<file path="config.mk">
export PLATFORM = sky130hd
export DESIGN_NAME = gt_tx_gearbox
export DESIGN_NICKNAME = d
export VERILOG_FILES = /design/src/rtl/gt_tx_gearbox_pkg.sv /design/src/rtl/gt_tx_lane_packer.sv /design/src/rtl/gt_tx_gearbox.sv
export SDC_FILE = /design/constraint.sdc
export NUM_CORES = 1
export LEC_CHECK = 0
export CAP_MARGIN = 5
export CORE_MARGIN = 5
export CORE_UTILIZATION = 52
export CTS_CLUSTER_SIZE = 12
export DETAILED_ROUTE_END_ITERATION = 8
export PLACE_DENSITY = 0.84
export REMOVE_ABC_BUFFERS = 1
export SYNTH_ARGS = -nofsm -noshare
export SYNTH_HDL_FRONTEND = slang
export SYNTH_SLANG_ARGS = --single-unit
export TNS_END_PERCENT = 100
</file>
<file path="constraint.sdc">
create_clock -name clk -period 8.6 [get_ports clk]
set_input_delay 1.72 -clock clk [delete_from_list [all_inputs] [get_ports clk]]
set_output_delay 1.72 -clock clk [all_outputs]
set_load 0.01 [all_outputs]
</file>
<file path="src/rtl/gt_tx_gearbox_pkg.sv">
// gt_tx_gearbox_pkg: shared defaults, symbol-source encoding, PRBS7 constants
// and the slot-width helper for the transceiver TX gearbox.
package gt_tx_gearbox_pkg;

  localparam int DEF_NUM_CH = 3;
  localparam int DEF_SYM_W  = 10;
  localparam int DEF_PACK   = 2;
  localparam int DEF_CNT_W  = 16;

  // Idle symbol substituted whenever the pixel source stalls.
  localparam logic [9:0] DEF_IDLE_SYM = 10'h354;

  // PRBS7 polynomial x^7 + x^6 + 1: feedback taps are state bits 6 and 5.
  localparam int         PRBS_W     = 7;
  localparam int         PRBS_TAP_A = 6;
  localparam int         PRBS_TAP_B = 5;
  localparam logic [6:0] PRBS_SEED  = 7'h7F;

  // Where the staged symbol of a lane comes from in a given cycle.
  typedef enum logic [1:0] {
    SYM_SRC_DATA = 2'd0,
    SYM_SRC_IDLE = 2'd1,
    SYM_SRC_PRBS = 2'd2
  } sym_src_e;

  // Bits needed to index 'value' slots; never less than one so the slot
  // port always exists.
  function automatic int clog2_min1(input int value);
    int width;
    width = 1;
    for (int i = 1; i < 31; i++) begin
      if (int'(32'd1 << i) < value) begin
        width = i + 1;
      end else begin
        width = width;
      end
    end
    return width;
  endfunction

endpackage

</file>
<file path="src/rtl/gt_tx_lane_packer.sv">
// gt_tx_lane_packer: one channel's staging register and GT word slice.
// The completing word includes the symbol presented in the last slot, so the
// current symbol is overlaid onto the staging contents before both registers
// load.
module gt_tx_lane_packer
  import gt_tx_gearbox_pkg::*;
#(
  parameter int SYM_W  = DEF_SYM_W,
  parameter int PACK   = DEF_PACK,
  parameter int SLOT_W = 1
) (
  input  logic                    clk,
  input  logic                    reset,
  input  logic                    en,
  input  logic                    load,
  input  logic [SLOT_W-1:0]       slot,
  input  logic [SYM_W-1:0]        sym,
  output logic [PACK*SYM_W-1:0]   word
);

  logic [PACK*SYM_W-1:0] staging_r;
  logic [PACK*SYM_W-1:0] merged_s;
  logic [PACK*SYM_W-1:0] word_r;

  // Overlay this cycle's symbol onto its slot of the staged word
  always_comb begin
    merged_s = staging_r;
    for (int s = 0; s < PACK; s++) begin
      if (slot == SLOT_W'(s)) begin
        merged_s[s*SYM_W +: SYM_W] = sym;
      end else begin
        merged_s[s*SYM_W +: SYM_W] = staging_r[s*SYM_W +: SYM_W];
      end
    end
  end

  // Staging register and the registered word slice handed to the GT
  always_ff @(posedge clk or posedge reset) begin
    if (reset) begin
      staging_r <= '0;
      word_r    <= '0;
    end else begin
      if (en) begin
        staging_r <= merged_s;
      end else begin
        staging_r <= staging_r;
      end
      if (en && load) begin
        word_r <= merged_s;
      end else begin
        word_r <= word_r;
      end
    end
  end

  assign word = word_r;

endmodule

</file>
<file path="src/rtl/gt_tx_gearbox.sv">
// gt_tx_gearbox: packs PACK consecutive SYM_W-bit symbols per channel into
// one GT user word for NUM_CH channels at the fixed pixel rate, inserting
// IDLE_SYM on source stalls and counting those insertions. Also produces a
// registered divided user clock and a word strobe.
// Optional build macro GT_TX_PRBS_EN adds a prbs_mode input and a per-channel
// PRBS7 generator whose output replaces the staged symbols.
module gt_tx_gearbox
  import gt_tx_gearbox_pkg::*;
#(
  parameter int               NUM_CH   = DEF_NUM_CH,
  parameter int               SYM_W    = DEF_SYM_W,
  parameter int               PACK     = DEF_PACK,
  parameter logic [SYM_W-1:0] IDLE_SYM = SYM_W'(DEF_IDLE_SYM),
  parameter int               CNT_W    = DEF_CNT_W,
  localparam int              SLOT_W   = clog2_min1(PACK)
) (
  input  logic                          clk,
  input  logic                          reset,
  input  logic                          en,
  input  logic                          sym_valid,
  input  logic [NUM_CH*SYM_W-1:0]       sym_data,
`ifdef GT_TX_PRBS_EN
  input  logic                          prbs_mode,
`endif
  input  logic                          underflow_clr,
  output logic [NUM_CH*PACK*SYM_W-1:0]  word_data,
  output logic                          word_valid,
  output logic                          usrclk_div,
  output logic [SLOT_W-1:0]             slot,
  output logic [CNT_W-1:0]              underflow_cnt
);

  logic [SLOT_W-1:0] slot_r;
  logic [SLOT_W-1:0] slot_next_s;
  logic              last_slot_s;
  logic              word_load_s;
  logic              word_valid_r;
  logic              usrclk_r;
  logic [CNT_W-1:0]  underflow_cnt_r;
  logic              underflow_s;
  logic              prbs_active_s;
  sym_src_e          src_s;

`ifdef GT_TX_PRBS_EN
  assign prbs_active_s = prbs_mode;
`else
  assign prbs_active_s = 1'b0;
`endif

  assign last_slot_s = (slot_r == SLOT_W'(PACK - 1));
  assign word_load_s = en && last_slot_s;

  // Next slot: free-running modulo PACK while enabled, parked at 0 otherwise
  always_comb begin
    if (!en) begin
      slot_next_s = '0;
    end else if (last_slot_s) begin
      slot_next_s = '0;
    end else begin
      slot_next_s = slot_r + SLOT_W'(1);
    end
  end

  // Pick the symbol source shared by all lanes and flag idle insertions
  always_comb begin
    if (prbs_active_s) begin
      src_s = SYM_SRC_PRBS;
    end else if (sym_valid) begin
      src_s = SYM_SRC_DATA;
    end else begin
      src_s = SYM_SRC_IDLE;
    end
    underflow_s = en && !sym_valid && !prbs_active_s;
  end

  for (genvar c = 0; c < NUM_CH; c++) begin : g_ch
    logic [SYM_W-1:0] lane_sym_s;

`ifdef GT_TX_PRBS_EN
    logic [PRBS_W-1:0]       prbs_state_r;
    logic [PRBS_W+SYM_W-1:0] prbs_run_s;
    logic [PRBS_W-1:0]       prbs_next_s;
    logic [SYM_W-1:0]        prbs_sym_s;

    // Advance PRBS7 by SYM_W bits; the first generated bit lands in the LSB
    function automatic logic [PRBS_W+SYM_W-1:0] prbs7_run(input logic [PRBS_W-1:0] state_in);
      logic [PRBS_W-1:0] st;
      logic [SYM_W-1:0]  sym;
      logic              fb;
      st  = state_in;
      sym = '0;
      for (int i = 0; i < SYM_W; i++) begin
        fb     = st[PRBS_TAP_A] ^ st[PRBS_TAP_B];
        st     = {st[PRBS_W-2:0], fb};
        sym[i] = fb;
      end
      return {st, sym};
    endfunction

    // Compute this cycle's PRBS symbol and the state after it
    always_comb begin
      prbs_run_s  = prbs7_run(prbs_state_r);
      prbs_next_s = prbs_run_s[PRBS_W+SYM_W-1:SYM_W];
      prbs_sym_s  = prbs_run_s[SYM_W-1:0];
    end

    // PRBS7 state: seeded on reset, stepping only while generating
    always_ff @(posedge clk or posedge reset) begin
      if (reset) begin
        prbs_state_r <= PRBS_SEED;
      end else if (en && prbs_mode) begin
        prbs_state_r <= prbs_next_s;
      end else begin
        prbs_state_r <= prbs_state_r;
      end
    end
`endif

    // Select this lane's staged symbol from pixel data, idle or PRBS
    always_comb begin
      case (src_s)
        SYM_SRC_DATA: lane_sym_s = sym_data[c*SYM_W +: SYM_W];
`ifdef GT_TX_PRBS_EN
        SYM_SRC_PRBS: lane_sym_s = prbs_sym_s;
`endif
        SYM_SRC_IDLE: lane_sym_s = IDLE_SYM;
        default:      lane_sym_s = IDLE_SYM;
      endcase
    end

    gt_tx_lane_packer #(
      .SYM_W  (SYM_W),
      .PACK   (PACK),
      .SLOT_W (SLOT_W)
    ) u_lane (
      .clk   (clk),
      .reset (reset),
      .en    (en),
      .load  (word_load_s),
      .slot  (slot_r),
      .sym   (lane_sym_s),
      .word  (word_data[c*PACK*SYM_W +: PACK*SYM_W])
    );
  end

  // Slot counter, word strobe and divided user clock (high for the first half of the slots)
  always_ff @(posedge clk or posedge reset) begin
    if (reset) begin
      slot_r       <= '0;
      word_valid_r <= 1'b0;
      usrclk_r     <= 1'b0;
    end else begin
      slot_r       <= slot_next_s;
      word_valid_r <= word_load_s;
      usrclk_r     <= en && (slot_next_s < SLOT_W'(PACK / 2));
    end
  end

  // Saturating idle-insertion counter; a clear wins over a same-cycle underflow
  always_ff @(posedge clk or posedge reset) begin
    if (reset) begin
      underflow_cnt_r <= '0;
    end else if (underflow_clr) begin
      underflow_cnt_r <= '0;
    end else if (underflow_s && (underflow_cnt_r != {CNT_W{1'b1}})) begin
      underflow_cnt_r <= underflow_cnt_r + CNT_W'(1);
    end else begin
      underflow_cnt_r <= underflow_cnt_r;
    end
  end

  assign slot          = slot_r;
  assign word_valid    = word_valid_r;
  assign usrclk_div    = usrclk_r;
  assign underflow_cnt = underflow_cnt_r;

endmodule
</file>
==> metrics.txt, run 1 <==
run status finished, final reports clean; setup repair after global routing missed its margin false; number of buffers inserted for hold repair after clock tree synthesis 0; CTS H-Tree Depth 3; top cell type's share of synthesized area 60.66%; initial detailed-routing violation count 185; detailed-route vias per instance about 5.3; remaining routing DRC violations 0; final critical-path share of the clock period 48.08%; sequential-to-total area share from yosys stat 60.66%; required arrival time at the worst endpoint between 8 and 9 ns; worst r2r path cells 4; floorplan die area between 10000 and 15000 um2; placement row count 33; nets@finish about 600; Yosys top cell by area sky130_fd_sc_hd__dfrtp_1; pin count of the biggest net entering global routing 88; Post-CTS Setup Bufs 0; per-cell routed wire length around 15 um; commonest cells after routing, fill and taps aside 157 x sky130_fd_sc_hd__nand2_1, 113 x sky130_fd_sc_hd__clkdlybuf4s50_1, 108 x sky130_fd_sc_hd__dfrtp_1; total overflow reported by the global router 0; share of post-route cells with drive strength above 1 5.188%; final max-slew violation count 0; CTS tree built; average instance area after synthesis 9.686 um2; number of buffers added by the clock tree synthesis step 9; global-route wire length before repair 17390 um; Data arrival, critical path around 4.4 ns; Critical Path Source Type primary input; Hold Path Class reg2reg; Relative slew margins 23.99%; Post-synth EDFFs 0; Seq cells post-synth approximately 110; cell count after synthesis 460; overall die height roughly 100 um; clock transition at the registers of the reported paths around 0.1 ns; Worst Path Max Fanout slightly above 60; smallest setup slack after layout approximately 4.5 ns; max incr delay on CP 1.05 ns; synth unique cells 39; cell depth of the worst hold path 2; latest clock arrival within the worst-skew pair ~0.36 ns; number of vias in the routed layout between 3000 and 4000; total detailed-routing wirelength about 10000 um; root cell of the clock tree sky130_fd_sc_hd__clkbuf_8; core region area between 8000 and 9000 um2; Netlist Area Pre-Place between 4000 and 5000 um2; critical-path cell list clkdlybuf4s50_1 > nand2_2 > inv_2 > nand2_1 > o21a_1; worst reg2reg startpoint slot$_DFF_PP0_; share of flip-flops with an asynchronous set or reset after synthesis 100.0%; slowest cell on the critical path sky130_fd_sc_hd__inv_2; critical setup path kind in2reg; cells taking the most area after synthesis sky130_fd_sc_hd__dfrtp_1 61%, sky130_fd_sc_hd__nand2_1 13%, sky130_fd_sc_hd__o21ai_0 3.7%; leading cell type in the layout, fill and taps excluded sky130_fd_sc_hd__nand2_1; reg-to-reg slack, setup approximately 6.1 ns; number of global-route vias before repair about 3600; Post-Route Hold Slack between 0.4 and 0.5 ns; maximum clock frequency approximately 0.24 GHz; number of I/O pins between 100 and 150; width of the die between 100 and 150 um; fill count a little over 600; Starting Density 53.69%; Worst Max-Slew Pin Slew between 1 and 1.5 ns; PostCTS Resize Cnt 0; IO buf count 113; Post-synth top flop sky130_fd_sc_hd__dfrtp_1; Ant. Diodes 0; number of routed nets with antenna violations 0; final-layout setup total negative slack 0 ns; Post-DP HPWL between 6000 and 7000 um; worst hold path startpoint g_ch[2].u_lane.staging_r[4]$_DFFE_PP0P_; post-route clock skew ~0.011 ns; standby leakage power between 2 and 3 nW; Layout Area Growth over Synthesis 31.45%; peak ir drop on the vdd network about 110 uV; Min Clock Period, post-route 4.135 ns; capturing element type of the critical path register; all-layer global routing usage 20.94%; number of synthesis warnings 0; initial antenna violation count 0; Pwr Density between 200 and 250 nW/um2; utilization after layout 70.57%; end point of the worst hold path g_ch[2].u_lane.word[4]$_DFFE_PP0P_; final estimated routing congestion in global placement around 0.8; Setup Slack @ Placement roughly 4.1 ns; hold violation count in the final report 0; Clock Tree Buf Depth 2; cell family with most CP delay buffers and inverters; Clock Sink Count between 100 and 150; MaxCap Viol Count 0; Final Setup Violations 0; worst r2r dst g_ch[0].u_lane.word[14]$_DFFE_PP0P_; DR pass1 iterations 5; number of buffer and inverter stages on the critical path 2
[tightest hold or removal path, delay by kind of cell, from the launching register on]
kind / cells / cell delay, ns
simple gates: 2 / 0.10
flops: 1 / 0.35
[area by class of cell]
type	count	area, um2	share of cell area, %
Clock buffer	11	131.4	2.243
Inverter	6	25.02	0.4273
Tap cell	105	131.4	2.243
Sequential cell	108	2703	46.14
Timing Repair Buffer	115	1146	19.57
Multi-Input combinational cell	314	1613	27.54
Clock inverter	5	107.6	1.837
[layer usage]
metal  vias up  GRT usage [%]  share of wire (%)
met2       130          32.27                 47
met4         0          5.550               0.92
met5         -              0                  0
met1      1678          28.51                 41
li1       1701              -                  -
met3         8          7.442                 10
[how the worst max path moves through the flow]
stage / from / to / cells past startpoint
2_1_floorplan: reset / g_ch[0].u_lane.staging_r[0]$_DFFE_PP0P_ / 1
3_3_place_gp: en / g_ch[1].u_lane.word[16]$_DFFE_PP0P_ / 5
3_5_place_dp: en / g_ch[2].u_lane.word[12]$_DFFE_PP0P_ / 5
4_1_cts: en / g_ch[0].u_lane.word[14]$_DFFE_PP0P_ / 5
5_1_grt: en / g_ch[2].u_lane.word[12]$_DFFE_PP0P_ / 5
6_report: en / g_ch[0].u_lane.word[14]$_DFFE_PP0P_ / 5
[kinds of logic after synthesis]
family	after synthesis	synth area share, %
AO/OA/AOI/OAI	84	11.99
adder cells (fa/ha/maj)	1	0.2808
buffers and inverters	38	3.398
flip-flops	108	60.66
multiplexers	4	0.9548
AND/OR/NAND/NOR	225	22.72
[stage by stage]
step | cell area, um2 | power, W | instances
3_5_place_dp | 5612 | 0.0008510 | 648
3_3_place_gp | 5612 | 0.0008421 | 648
6_report | 5857 | 0.001204 | 664
5_1_grt | 5857 | 0.001266 | 664
4_1_cts | 5851 | 0.001214 | 664
2_1_floorplan | 4327 | 0.0007056 | 428
[where the power goes]
| group | internal (W) | switching [W] | leakage (nW) |
|---|---|---|---|
| clock | 0.000195 | 0.000171 | 0.118 |
| combinational | 0.000125 | 0.000104 | 1.22 |
| sequential | 0.000571 | 0.0000384 | 1.35 |
[Yosys cell counts, types with 4 or more instances]
master                       n
sky130_fd_sc_hd__inv_1       6
sky130_fd_sc_hd__o21a_1     15
sky130_fd_sc_hd__clkbuf_1   22
sky130_fd_sc_hd__o31ai_1     5
sky130_fd_sc_hd__a21o_1     15
sky130_fd_sc_hd__nor2b_1    17
sky130_fd_sc_hd__nand4_1     4
sky130_fd_sc_hd__a21oi_1     8
sky130_fd_sc_hd__nor2_1     20
sky130_fd_sc_hd__buf_1       5
sky130_fd_sc_hd__o21ai_0    33
sky130_fd_sc_hd__nand2_1   158
sky130_fd_sc_hd__dfrtp_1   108
sky130_fd_sc_hd__or4_1       5
sky130_fd_sc_hd__nand3_1     5
sky130_fd_sc_hd__o41ai_1     4
[state kept, by name (all words and copies together) (netlist names)]
signal / cells
usrclk_div: 1
g_ch.u_lane.staging_r: 30
g_ch.u_lane.word: 60
underflow_cnt: 16
slot: 1
Note: power is estimated with default switching activity, not from simulation.
==> inputs of run 2 (changes only) <==
Settings changed: CORE_UTILIZATION 52 to 43, PLACE_DENSITY 0.84 to 0.74.
Clock period 8.6 ns to 3.4 ns, I/O delays scaled along.
==> metrics.txt, run 2 (synthesized netlist as in run 1, its figures left out) <==
final estimated routing congestion in global placement 0.8714 (+8.7%); root cell of the clock tree sky130_fd_sc_hd__clkbuf_8; all-layer global routing usage 17.45% (-3.5 points); pin count of the biggest net entering global routing 63 (-28%); utilization after layout 57.75% (-13 points); maximum clock frequency between 0.4 and 0.5 GHz; PostCTS Resize Cnt 0 (unchanged); Clock Sink Count 108 (unchanged); IO buf count 113 (unchanged); final max-slew violation count 0 (unchanged); initial antenna violation count 0 (unchanged); Layout Area Growth over Synthesis 32.60%; Worst Max-Slew Pin Slew 0.7880 ns (-0.3481 ns); peak ir drop on the vdd network 220.5 uV (+96%); Hold Path Class reg2reg; nets@finish 595 (+0.85%); remaining routing DRC violations 0 (unchanged); Pwr Density 497.1 nW/um2 (+140%); PnR Total Power 0.002937 W (+140%); core region area 10230 um2 (+23%); DR pass1 iterations 4 (-1); CTS tree built; Final Setup Violations 0 (unchanged); floorplan die area 12500 um2 (+19%); commonest cells after routing, fill and taps aside 157 x sky130_fd_sc_hd__nand2_1, 113 x sky130_fd_sc_hd__clkdlybuf4s50_1, 108 x sky130_fd_sc_hd__dfrtp_1; Post-CTS Setup Bufs 0 (unchanged); number of flip-flops in the largest register 60 (unchanged); number of vias in the routed layout 3560 (+1.2%); per-cell routed wire length 14.93 um (-3.2%); initial detailed-routing violation count 181 (-2.2%); Data arrival, critical path 2.46 ns (-1.92 ns); setup repair after global routing missed its margin false; share of post-route cells with drive strength above 1 6.206% (+1.0 points); Worst Path Max Fanout 9 (-85%); critical setup path kind in2reg; total overflow reported by the global router 0 (unchanged); number of I/O pins 114 (unchanged); final cell count without fillers 700 (+5.4%); MaxCap Viol Count 0 (unchanged); latest clock arrival within the worst-skew pair 0.36 ns (about the same); final instance area 5908 um2 (+0.88%); width of the die 111.8 um (+9.0%); final critical-path share of the clock period 64.71%; wire length on met1 4761 um (+13%); length of routed met3 wiring 728 um (-31%); Starting Density 43.55% (-10 points); Ant. Diodes 0 (unchanged); DR WL met2 4778 um (-1.7%); number of routed nets with antenna violations 0 (unchanged); Min Clock Period, post-route between 2 and 2.5 ns; fill count 918 (+48%); global-route wire length before repair 18020 um (+3.6%); number of global-route vias before repair 3555 (-1.6%); required arrival time at the worst endpoint 3.66 ns (-5.19 ns); capturing element type of the critical path register; standby leakage power 2.696 nW (+0.24%); Clock Tree Buf Depth 2 (unchanged); Placed Instance Area 5700 um2 (+1.6%); run status finished, final reports clean; placement row count 37 (+12%); number of buffers inserted for hold repair after clock tree synthesis 0 (unchanged); Relative slew margins 47.47% (+23 points); Post-DP HPWL 7175 um (+4.5%); total detailed-routing wirelength 10450 um (+2.1%); number of buffers added by the clock tree synthesis step 9 (unchanged); post-route clock skew 0.01081 ns (-0.00005730 ns); hold violation count in the final report 0 (unchanged); Critical Path Source Type primary input; leading cell type in the layout, fill and taps excluded sky130_fd_sc_hd__nand2_1; overall die height 111.8 um (+9.0%); clock transition at the registers of the reported paths 0.11 ns (about the same); top layer reached by signal wires met4; detailed-route vias per instance 5.086 (-4.0%); Post-Place Cells 684 (+5.6%); CTS H-Tree Depth 3 (unchanged)
==> run 2: changes by cell type in the layout (fill, tap and decap cells not counted), sizes merged <==
cell / change
inv: +1
bufinv: -2
clkinvlp: +3
clkbuf: -2
buf: +5
==> run 2: worst paths after layout <==
path	cells past startpoint	slack (ns)	end	start
worst max-delay path	5	1.20	underflow_cnt[13]$_DFFE_PP0P_	sym_valid
worst min-delay path	2	0.47	g_ch[0].u_lane.word[8]$_DFFE_PP0P_	g_ch[0].u_lane.staging_r[8]$_DFFE_PP0P_
worst max register to register	5	1.40	underflow_cnt[6]$_DFFE_PP0P_	underflow_cnt[0]$_DFFE_PP0P_
worst min register to register	2	0.47	g_ch[0].u_lane.word[8]$_DFFE_PP0P_	g_ch[0].u_lane.staging_r[8]$_DFFE_PP0P_
max in group asynchronous	3	1.87	g_ch[1].u_lane.word[7]$_DFFE_PP0P_	reset
min in group asynchronous	2	0.81	g_ch[1].u_lane.word[18]$_DFFE_PP0P_	reset
==> run 2: stage by stage <==
stage / hold slack (ns) / worst slack, ns / setup TNS [ns]
floorplan: 0.4386 / -0.1256 / -13.56
CTS: 0.4780 / 1.195 / 0
finish: 0.4740 / 1.200 / 0
global placement: 0.4443 / 0.8228 / 0
global route: 0.4943 / 1.099 / 0
detailed placement: 0.4525 / 0.7982 / 0
==> run 2: metal layers <==
layer / up-vias / track usage (%)
met1: 1723 / 24.26
met2: 112 / 27.06
met4: 0 / 5.434
li1: 1711 / -
met3: 14 / 4.348
met5: - / 0
==> run 2: worst max-delay path, stage by stage <==
cell	delay (ns)
sky130_fd_sc_hd__clkdlybuf4s50_1	0.53
sky130_fd_sc_hd__nand4b_4	0.25
sky130_fd_sc_hd__or2_0	0.35
sky130_fd_sc_hd__nor4b_2	0.27
sky130_fd_sc_hd__mux2_2	0.37
==> run 2: area by class of cell <==
| type | instances | area (um2) | area share, % |
|---|---|---|---|
| clock buffer | 9 | 123.9 | 2.097 |
| clock inverter | 7 | 83.83 | 1.419 |
| inverter | 6 | 25.02 | 0.4235 |
| multi-input combinational | 314 | 1607 | 27.19 |
| sequential | 108 | 2703 | 45.74 |
| tap | 136 | 170.2 | 2.880 |
| timing repair buffer | 120 | 1196 | 20.25 |
==> run 2: where the power goes <==
part / internal (W) / switching [W]
registers: 0.00144 / 0.0000965
logic: 0.000320 / 0.000260
clock network: 0.000352 / 0.000463
